## config.mk

```make
export PLATFORM = sky130hd
export DESIGN_NAME = uart_tx_stdout
export DESIGN_NICKNAME = d
export VERILOG_FILES = /design/src/rtl/uart_tx_pkg.sv /design/src/rtl/sync_fifo.sv /design/src/rtl/uart_tx_stdout.sv
export SDC_FILE = /design/constraint.sdc
export NUM_CORES = 1
export LEC_CHECK = 0
export CAP_MARGIN = 30
export CELL_PAD_IN_SITES_DETAIL_PLACEMENT = 0
export CELL_PAD_IN_SITES_GLOBAL_PLACEMENT = 1
export CORE_UTILIZATION = 42
export DETAILED_ROUTE_END_ITERATION = 10
export PLACE_DENSITY = 0.79
export SYNTH_ARGS = -nofsm -noshare
export SYNTH_HDL_FRONTEND = slang
export SYNTH_HIERARCHICAL = 1
export SYNTH_SLANG_ARGS = --single-unit
```

## constraint.sdc

```tcl
create_clock -name clk_i -period 3.2 [get_ports clk_i]
set_clock_uncertainty 0.05 [all_clocks]
set_input_delay 0.64 -clock clk_i [delete_from_list [all_inputs] [get_ports clk_i]]
set_output_delay 0.64 -clock clk_i [all_outputs]
set_load 0.1 [all_outputs]
```

## src/rtl/uart_tx_pkg.sv

```systemverilog
// ============================================================================
// Module  : uart_tx_pkg
// Brief   : Shared types and frame constants for the stdout UART transmitter.
//           Frame length depends on UART_TX_PARITY_EN.
// Revision: 1.0
// ============================================================================
`default_nettype none

package uart_tx_pkg;

  localparam int DATA_BITS        = 8;
  localparam int FRAME_BITS_NOPAR = DATA_BITS + 2;
  localparam int FRAME_BITS_PAR   = DATA_BITS + 3;

`ifdef UART_TX_PARITY_EN
  localparam int FRAME_BITS = FRAME_BITS_PAR;
`else
  localparam int FRAME_BITS = FRAME_BITS_NOPAR;
`endif

  typedef enum logic [2:0] {
    ST_IDLE   = 3'd0,
    ST_START  = 3'd1,
    ST_DATA   = 3'd2,
    ST_PARITY = 3'd3,
    ST_STOP   = 3'd4
  } tx_state_e;

  function automatic int frame_cycles(input int clks_per_bit);
    return FRAME_BITS * clks_per_bit;
  endfunction

endpackage

`default_nettype wire

```

## src/rtl/sync_fifo.sv

```systemverilog
// ============================================================================
// Module  : sync_fifo
// Brief   : Single-clock FIFO with separate occupancy counter (0..DEPTH).
// Revision: 1.0
// ============================================================================
`default_nettype none

module sync_fifo #(
  parameter int WIDTH = 8,
  parameter int DEPTH = 8
) (
  input  logic                     clk_i,
  input  logic                     rst_ni,
  input  logic                     push_i,
  input  logic [WIDTH-1:0]         wdata_i,
  input  logic                     pop_i,
  output logic [WIDTH-1:0]         rdata_o,
  output logic                     full_o,
  output logic                     empty_o,
  output logic [$clog2(DEPTH):0]   level_o
);

  localparam int AW = $clog2(DEPTH);

  logic [WIDTH-1:0] mem_q [DEPTH];
  logic [AW-1:0]    wr_ptr_q, wr_ptr_d;
  logic [AW-1:0]    rd_ptr_q, rd_ptr_d;
  logic [AW:0]      level_q, level_d;
  logic             do_push, do_pop;

  assign full_o  = (level_q == (AW+1)'(DEPTH));
  assign empty_o = (level_q == '0);
  assign level_o = level_q;
  assign rdata_o = mem_q[rd_ptr_q];

  assign do_push = push_i && !full_o;
  assign do_pop  = pop_i && !empty_o;

  // Pointers wrap naturally because DEPTH is a power of two.
  always_comb begin
    wr_ptr_d = wr_ptr_q;
    rd_ptr_d = rd_ptr_q;
    level_d  = level_q;
    if (do_push) wr_ptr_d = wr_ptr_q + 1'b1;
    if (do_pop)  rd_ptr_d = rd_ptr_q + 1'b1;
    case ({do_push, do_pop})
      2'b10:   level_d = level_q + 1'b1;
      2'b01:   level_d = level_q - 1'b1;
      default: level_d = level_q;
    endcase
  end

  always_ff @(posedge clk_i or negedge rst_ni) begin
    if (!rst_ni) begin
      wr_ptr_q <= '0;
      rd_ptr_q <= '0;
      level_q  <= '0;
    end else begin
      wr_ptr_q <= wr_ptr_d;
      rd_ptr_q <= rd_ptr_d;
      level_q  <= level_d;
    end
  end

  always_ff @(posedge clk_i) begin
    if (do_push) mem_q[wr_ptr_q] <= wdata_i;
  end

endmodule

`default_nettype wire

```

## src/rtl/uart_tx_stdout.sv

```systemverilog
// ============================================================================
// Module  : uart_tx_stdout
// Brief   : FIFO-buffered UART transmitter (8N1, or 8E1 when
//           UART_TX_PARITY_EN is defined) for the stdout pseudo-peripheral.
// Revision: 1.0
// ============================================================================
`default_nettype none

module uart_tx_stdout
  import uart_tx_pkg::*;
#(
  parameter int CLKS_PER_BIT = 16,
  parameter int FIFO_DEPTH   = 8
) (
  input  logic                          clk_i,
  input  logic                          rst_ni,
  input  logic [7:0]                    data_i,
  input  logic                          valid_i,
  output logic                          ready_o,
  output logic                          tx_o,
  output logic                          busy_o,
  output logic [$clog2(FIFO_DEPTH):0]   level_o
);

  localparam int         BAUD_W   = $clog2(CLKS_PER_BIT);
  localparam logic [2:0] LAST_BIT = 3'(DATA_BITS - 1);

  tx_state_e         state_q, state_d;
  logic [BAUD_W-1:0] baud_q, baud_d;
  logic [2:0]        bit_idx_q, bit_idx_d;
  logic [7:0]        shift_q, shift_d;
  logic              tx_q, tx_d;
`ifdef UART_TX_PARITY_EN
  logic              parity_q, parity_d;
`endif

  logic       fifo_full, fifo_empty, pop;
  logic [7:0] fifo_rdata;
  logic       baud_end;

  sync_fifo #(
    .WIDTH (8),
    .DEPTH (FIFO_DEPTH)
  ) u_fifo (
    .clk_i   (clk_i),
    .rst_ni  (rst_ni),
    .push_i  (valid_i && ready_o),
    .wdata_i (data_i),
    .pop_i   (pop),
    .rdata_o (fifo_rdata),
    .full_o  (fifo_full),
    .empty_o (fifo_empty),
    .level_o (level_o)
  );

  assign ready_o  = !fifo_full;
  assign tx_o     = tx_q;
  assign busy_o   = (state_q != ST_IDLE) || !fifo_empty;
  assign baud_end = (baud_q == BAUD_W'(CLKS_PER_BIT - 1));

  always_comb begin
    state_d   = state_q;
    baud_d    = baud_q;
    bit_idx_d = bit_idx_q;
    shift_d   = shift_q;
    tx_d      = tx_q;
    pop       = 1'b0;
`ifdef UART_TX_PARITY_EN
    parity_d  = parity_q;
`endif

    case (state_q)
      ST_IDLE: begin
        if (!fifo_empty) pop = 1'b1;
      end

      ST_START: begin
        if (baud_end) begin
          state_d   = ST_DATA;
          baud_d    = '0;
          bit_idx_d = '0;
          tx_d      = shift_q[0];
        end else begin
          baud_d = baud_q + 1'b1;
        end
      end

      ST_DATA: begin
        if (baud_end) begin
          baud_d = '0;
          if (bit_idx_q == LAST_BIT) begin
`ifdef UART_TX_PARITY_EN
            state_d = ST_PARITY;
            tx_d    = parity_q;
`else
            state_d = ST_STOP;
            tx_d    = 1'b1;
`endif
          end else begin
            bit_idx_d = bit_idx_q + 1'b1;
            shift_d   = {1'b0, shift_q[7:1]};
            tx_d      = shift_q[1];
          end
        end else begin
          baud_d = baud_q + 1'b1;
        end
      end

      ST_PARITY: begin
`ifdef UART_TX_PARITY_EN
        if (baud_end) begin
          state_d = ST_STOP;
          baud_d  = '0;
          tx_d    = 1'b1;
        end else begin
          baud_d = baud_q + 1'b1;
        end
`else
        state_d = ST_IDLE;
        baud_d  = '0;
        tx_d    = 1'b1;
`endif
      end

      ST_STOP: begin
        if (baud_end) begin
          baud_d = '0;
          if (!fifo_empty) begin
            pop = 1'b1;
          end else begin
            state_d = ST_IDLE;
            tx_d    = 1'b1;
          end
        end else begin
          baud_d = baud_q + 1'b1;
        end
      end

      default: begin
        state_d = ST_IDLE;
        baud_d  = '0;
        tx_d    = 1'b1;
      end
    endcase

    // Popping from IDLE or the end of STOP both launch a new frame, so
    // consecutive frames abut with no idle gap.
    if (pop) begin
      state_d   = ST_START;
      baud_d    = '0;
      bit_idx_d = '0;
      shift_d   = fifo_rdata;
      tx_d      = 1'b0;
`ifdef UART_TX_PARITY_EN
      parity_d  = ^fifo_rdata;
`endif
    end
  end

  always_ff @(posedge clk_i or negedge rst_ni) begin
    if (!rst_ni) begin
      state_q   <= ST_IDLE;
      baud_q    <= '0;
      bit_idx_q <= '0;
      shift_q   <= '0;
      tx_q      <= 1'b1;
`ifdef UART_TX_PARITY_EN
      parity_q  <= 1'b0;
`endif
    end else begin
      state_q   <= state_d;
      baud_q    <= baud_d;
      bit_idx_q <= bit_idx_d;
      shift_q   <= shift_d;
      tx_q      <= tx_d;
`ifdef UART_TX_PARITY_EN
      parity_q  <= parity_d;
`endif
    end
  end

endmodule

`default_nettype wire

```

==> metrics.txt <==
# TYPE chip_impl_metric gauge
chip_impl_metric{name="post_cts_hold_buffer_count",unit=""} 0
chip_impl_metric{name="post-layout-total-power",unit="W"} 0.00315
chip_impl_metric{name="remaining_global_route_overflow",unit=""} 0
chip_impl_metric{name="syn_inst",unit=""} 268
chip_impl_info{name="crit-reg2reg-launch",value="u_fifo/level_o[1]"} 1
chip_impl_metric{name="seq_power_share",unit=""} 0.504
chip_impl_metric{name="grt_antenna_before_repair",unit=""} 0
chip_impl_metric{name="register_area_share_after_synthesis",unit=""} 0.630
chip_impl_metric{name="wire_length_of_the_first_global_routing_pass",unit="um"} 11900
chip_impl_metric{name="die_height",unit="um"} 102
chip_impl_metric{name="reg2reg_depth",unit=""} 9
chip_impl_metric{name="dp.final_hpwl",unit="um"} 4880
chip_impl_metric{name="postSynthAreaPerCell",unit="um^2"} 15.7
chip_impl_metric{name="hold_path_depth",unit=""} 1
chip_impl_metric{name="drive_gt1_frac",unit=""} 0.214
chip_impl_metric{name="setup-violations-final",unit=""} 0
chip_impl_metric{name="max_freq",unit="GHz"} 0.334
chip_impl_metric{name="finalSetupTns",unit="ns"} 0
chip_impl_metric{name="p_per_area",unit="mW/mm^2"} 653
chip_impl_metric{name="timing.max_cap.violations",unit=""} 0
chip_impl_info{name="grt_setup_unrepaired",value="false"} 1
chip_impl_info{name="holdPathEnd",value="u_fifo/wr_ptr_q[0]"} 1
chip_impl_metric{name="worst_slew_margin_rel",unit=""} 0.425
chip_impl_metric{name="worst_pin_slew",unit="ns"} 0.862
chip_impl_info{name="worstHoldStart",value="u_fifo/wr_ptr_q[0]"} 1
chip_impl_metric{name="number_of_port_buffers",unit=""} 17
chip_impl_metric{name="reg2reg_slack",unit="ns"} 0.21
chip_impl_metric{name="area_delta_synth_final",unit="%"} 14.7
chip_impl_metric{name="fp.dieArea",unit="mm^2"} 0.0104
chip_impl_metric{name="synth_fp_nets",unit=""} 288
chip_impl_info{name="timing.setup.critical_path_class",value="reg -> reg"} 1
chip_impl_metric{name="power_switching_share",unit=""} 0.316
chip_impl_metric{name="cts-buffers-inserted",unit=""} 9
chip_impl_info{name="timing.critical_path.slowest_stage_cell",value="sky130_fd_sc_hd__or4b_2"} 1
chip_impl_metric{name="p_int",unit="W"} 0.00215
chip_impl_metric{name="drc_marker_count_from_the_first_detailed_route_iteration",unit=""} 83
chip_impl_metric{name="path_clk_slew",unit="ns"} 0.09
chip_impl_metric{name="synth.yosys.warnings",unit=""} 6
chip_impl_metric{name="htree_levels",unit=""} 3
chip_impl_metric{name="clockBufferDepth",unit=""} 2
chip_impl_info{name="worst_r2r_endpoint",value="u_fifo/level_o[3]"} 1
chip_impl_metric{name="fill_cells",unit=""} 834
chip_impl_metric{name="data_required_time_of_the_critical_path",unit="ns"} 3.37
chip_impl_metric{name="cts_repair_resize_count",unit=""} 0
chip_impl_metric{name="ys_types",unit=""} 52
chip_impl_info{name="path_cells",value="or4b_4, inv_1, nor2b_1, nand2_1, ha_2, ha_1, or4b_2, o311ai_0, o211ai_1"} 1
chip_impl_metric{name="worstSkewPairLatency",unit="ns"} 0.35
chip_impl_metric{name="design.final.nets",unit=""} 319
chip_impl_info{name="result_of_the_run",value="complete, no violations"} 1
chip_impl_metric{name="layout_worst_path_cycle_share",unit=""} 0.935
chip_impl_metric{name="start_util",unit=""} 0.432
chip_impl_info{name="mostFrequentLayoutCell",value="sky130_fd_sc_hd__edfxtp_1"} 1
chip_impl_metric{name="worst_ir_drop_on_vdd",unit="V"} 0.000385
chip_impl_metric{name="synth_async_sr_flop_share",unit=""} 0.312
chip_impl_metric{name="routed-via-count",unit=""} 2307
chip_impl_metric{name="clockPowerShare",unit=""} 0.280
chip_impl_metric{name="cp_max_fo",unit=""} 6
chip_impl_metric{name="critical_path_arrival",unit="ns"} 3.16
chip_impl_metric{name="ant_nets",unit=""} 0
chip_impl_metric{name="postCtsSetupRepairBufs",unit=""} 0
chip_impl_metric{name="grt_pass1_vias",unit=""} 2272
chip_impl_metric{name="detail_route.first_pass.iterations",unit=""} 4
chip_impl_metric{name="placement_rows",unit=""} 36
chip_impl_metric{name="yosys_register_bits",unit=""} 93
chip_impl_metric{name="pwr-share-comb",unit=""} 0.215
chip_impl_metric{name="period_minus_slack",unit="ns"} 2.99
chip_impl_metric{name="post-route-util",unit=""} 0.495
chip_impl_metric{name="hold_viol_final",unit=""} 0
chip_impl_info{name="cts_tree",value="built"} 1
chip_impl_metric{name="power.switching",unit="W"} 0.000994
chip_impl_metric{name="leakagePower",unit="nW"} 1.78
chip_impl_info{name="ys_dominant_reg_cell",value="sky130_fd_sc_hd__edfxtp_1"} 1
chip_impl_metric{name="detail_route.wirelength",unit="um"} 7470
chip_impl_metric{name="pin_count",unit=""} 18
chip_impl_info{name="hold_wc_path_type",value="reg -> reg"} 1
chip_impl_metric{name="syn_area",unit="mm^2"} 0.00420
chip_impl_metric{name="vias_per_cell",unit=""} 5.28
chip_impl_metric{name="globalRouteTotalUtil",unit=""} 0.156
chip_impl_info{name="clock-root-buffer",value="sky130_fd_sc_hd__clkbuf_8"} 1
chip_impl_metric{name="grt_start_max_net_pins",unit=""} 21
chip_impl_metric{name="place_congestion",unit=""} 0.746
chip_impl_metric{name="fp.dieW",unit="um"} 102
chip_impl_metric{name="final-max-slew-violation-count",unit=""} 0
chip_impl_metric{name="coreArea",unit="mm^2"} 0.00973
chip_impl_metric{name="routed_wire_length_per_instance",unit="um"} 17.1
chip_impl_metric{name="diodes_inserted",unit=""} 0
chip_impl_info{name="crit_path_end_kind",value="flop"} 1
chip_impl_metric{name="synth-edff-count",unit=""} 64
chip_impl_info{name="layout_common_cells",value="64 x sky130_fd_sc_hd__edfxtp_1, 24 x sky130_fd_sc_hd__dfrtp_1, 24 x sky130_fd_sc_hd__buf_4"} 1
chip_impl_info{name="crit_path_start_kind",value="flop"} 1
chip_impl_metric{name="crit_path_max_incr_delay",unit="ns"} 0.67
chip_impl_metric{name="remaining_drc_errors",unit=""} 0
chip_impl_metric{name="clock-sinks",unit=""} 93
[synth_stat cells, types with 2 or more instances]
master                     number  share of area
sky130_fd_sc_hd__nand2b_1       4         0.0060
sky130_fd_sc_hd__or4b_1         2         0.0048
sky130_fd_sc_hd__nand2_1       18          0.016
sky130_fd_sc_hd__inv_1          8         0.0071
sky130_fd_sc_hd__buf_2          7         0.0083
sky130_fd_sc_hd__mux2_2        10          0.027
sky130_fd_sc_hd__and4b_1        2         0.0048
sky130_fd_sc_hd__xnor2_1        7          0.015
sky130_fd_sc_hd__mux2i_1        9          0.021
sky130_fd_sc_hd__ha_1           8          0.024
sky130_fd_sc_hd__nor2b_1        4         0.0060
sky130_fd_sc_hd__mux4_1        16           0.10
sky130_fd_sc_hd__and2_1         3         0.0045
sky130_fd_sc_hd__nor3b_1        3         0.0054
sky130_fd_sc_hd__xor2_1         2         0.0042
sky130_fd_sc_hd__buf_1          2         0.0018
sky130_fd_sc_hd__a21oi_1        5         0.0060
sky130_fd_sc_hd__o21a_1         2         0.0036
sky130_fd_sc_hd__edfxtp_1      64           0.46
sky130_fd_sc_hd__dfrtp_1       28           0.17
sky130_fd_sc_hd__nor3_1         4         0.0048
sky130_fd_sc_hd__nand3_1        4         0.0048
sky130_fd_sc_hd__o21ai_0        2         0.0024
sky130_fd_sc_hd__clkbuf_1       2         0.0018
sky130_fd_sc_hd__nor2_1        13          0.012
sky130_fd_sc_hd__a22oi_1        2         0.0036
sky130_fd_sc_hd__o21ai_1       11          0.013
sky130_fd_sc_hd__buf_6          2         0.0054
[final cells by class]
class	instances	area, um^2	share of cell area
inverters	8	30.0	0.00623
repair buffers	34	280	0.0582
well taps	133	166	0.0345
clock inverters	6	97.6	0.0202
flip-flops and latches	93	2660	0.552
clock buffers	10	128	0.0265
multi-input cells	153	1460	0.303
[metal layers]
metal | share of wire | routed length (um) | GRT usage | up-vias
met5 | 0 | 0 | 0 | -
met4 | 0.019 | 142 | 0.0648 | 0
met3 | 0.029 | 219 | 0.0226 | 15
met2 | 0.50 | 3760 | 0.263 | 36
met1 | 0.45 | 3350 | 0.204 | 1156
li1 | - | - | - | 1100
[logic make-up (layout without fill, tap and decap cells)]
kind of cell,after synthesis,in the layout,share of synthesized area
compound gates,33,33,0.0524
xor+xnor,9,9,0.0188
fa+ha+maj,9,9,0.0286
buf+inv,22,58,0.0292
flops,93,93,0.630
mux,36,36,0.152
simple gates,66,66,0.0890
[worst max-delay path, delay by kind of cell, from the launching register on]
kind,cells,cell delay (ns)
adders and majority gates,2,0.47
DFF,1,0.53
buffers and inverters,1,0.09
AOI/OAI and AO/OA,2,0.28
and+or+nand+nor,4,1.44
[power by group through the flow]
stage / clock [W] / sequential (W) / combinational, W
after global placement: 0 / 0.00160 / 0.000677
final: 0.000882 / 0.00159 / 0.000678
after global routing: 0.000936 / 0.00161 / 0.000724
after CTS: 0.000896 / 0.00158 / 0.000688
after floorplan: 0 / 0.00176 / 0.000301
after detailed placement: 0 / 0.00161 / 0.000684
[how the worst max path moves through the flow]
stage,endpoint,from,cells past startpoint,slack (ns)
4_1_cts,u_fifo/level_o[3],u_fifo/level_o[0],10,0.17
3_5_place_dp,u_fifo/level_o[3],valid_i,8,0.14
5_1_grt,u_fifo/level_o[3],u_fifo/level_o[0],10,0.07
3_3_place_gp,u_fifo/level_o[3],valid_i,8,0.24
2_1_floorplan,u_fifo/level_o[3],u_fifo/level_o[1],11,0.03
6_report,u_fifo/level_o[3],u_fifo/level_o[1],9,0.21
[state kept, by name, summed over array words and instances (netlist names)]
name	count
u_fifo/wr_ptr_q	3
u_fifo/rd_ptr_q	3
tx_o	1
baud_q	4
state_q	3
shift_q	8
bit_idx_q	3
u_fifo/mem_q	64
u_fifo/level_o	4
[stage by stage]
step / instances / hold slack [ns] / cell area, um^2 / setup slack (ns)
6_report: 437 / 0.486 / 4820 / 0.208
5_1_grt: 437 / 0.506 / 4820 / 0.0674
4_1_cts: 437 / 0.485 / 4810 / 0.173
3_5_place_dp: 421 / 0.470 / 4580 / 0.136
3_3_place_gp: 421 / 0.461 / 4580 / 0.243
2_1_floorplan: 268 / 0.294 / 4230 / 0.0277
No activity file was read; power rests on OpenSTA's default activity.
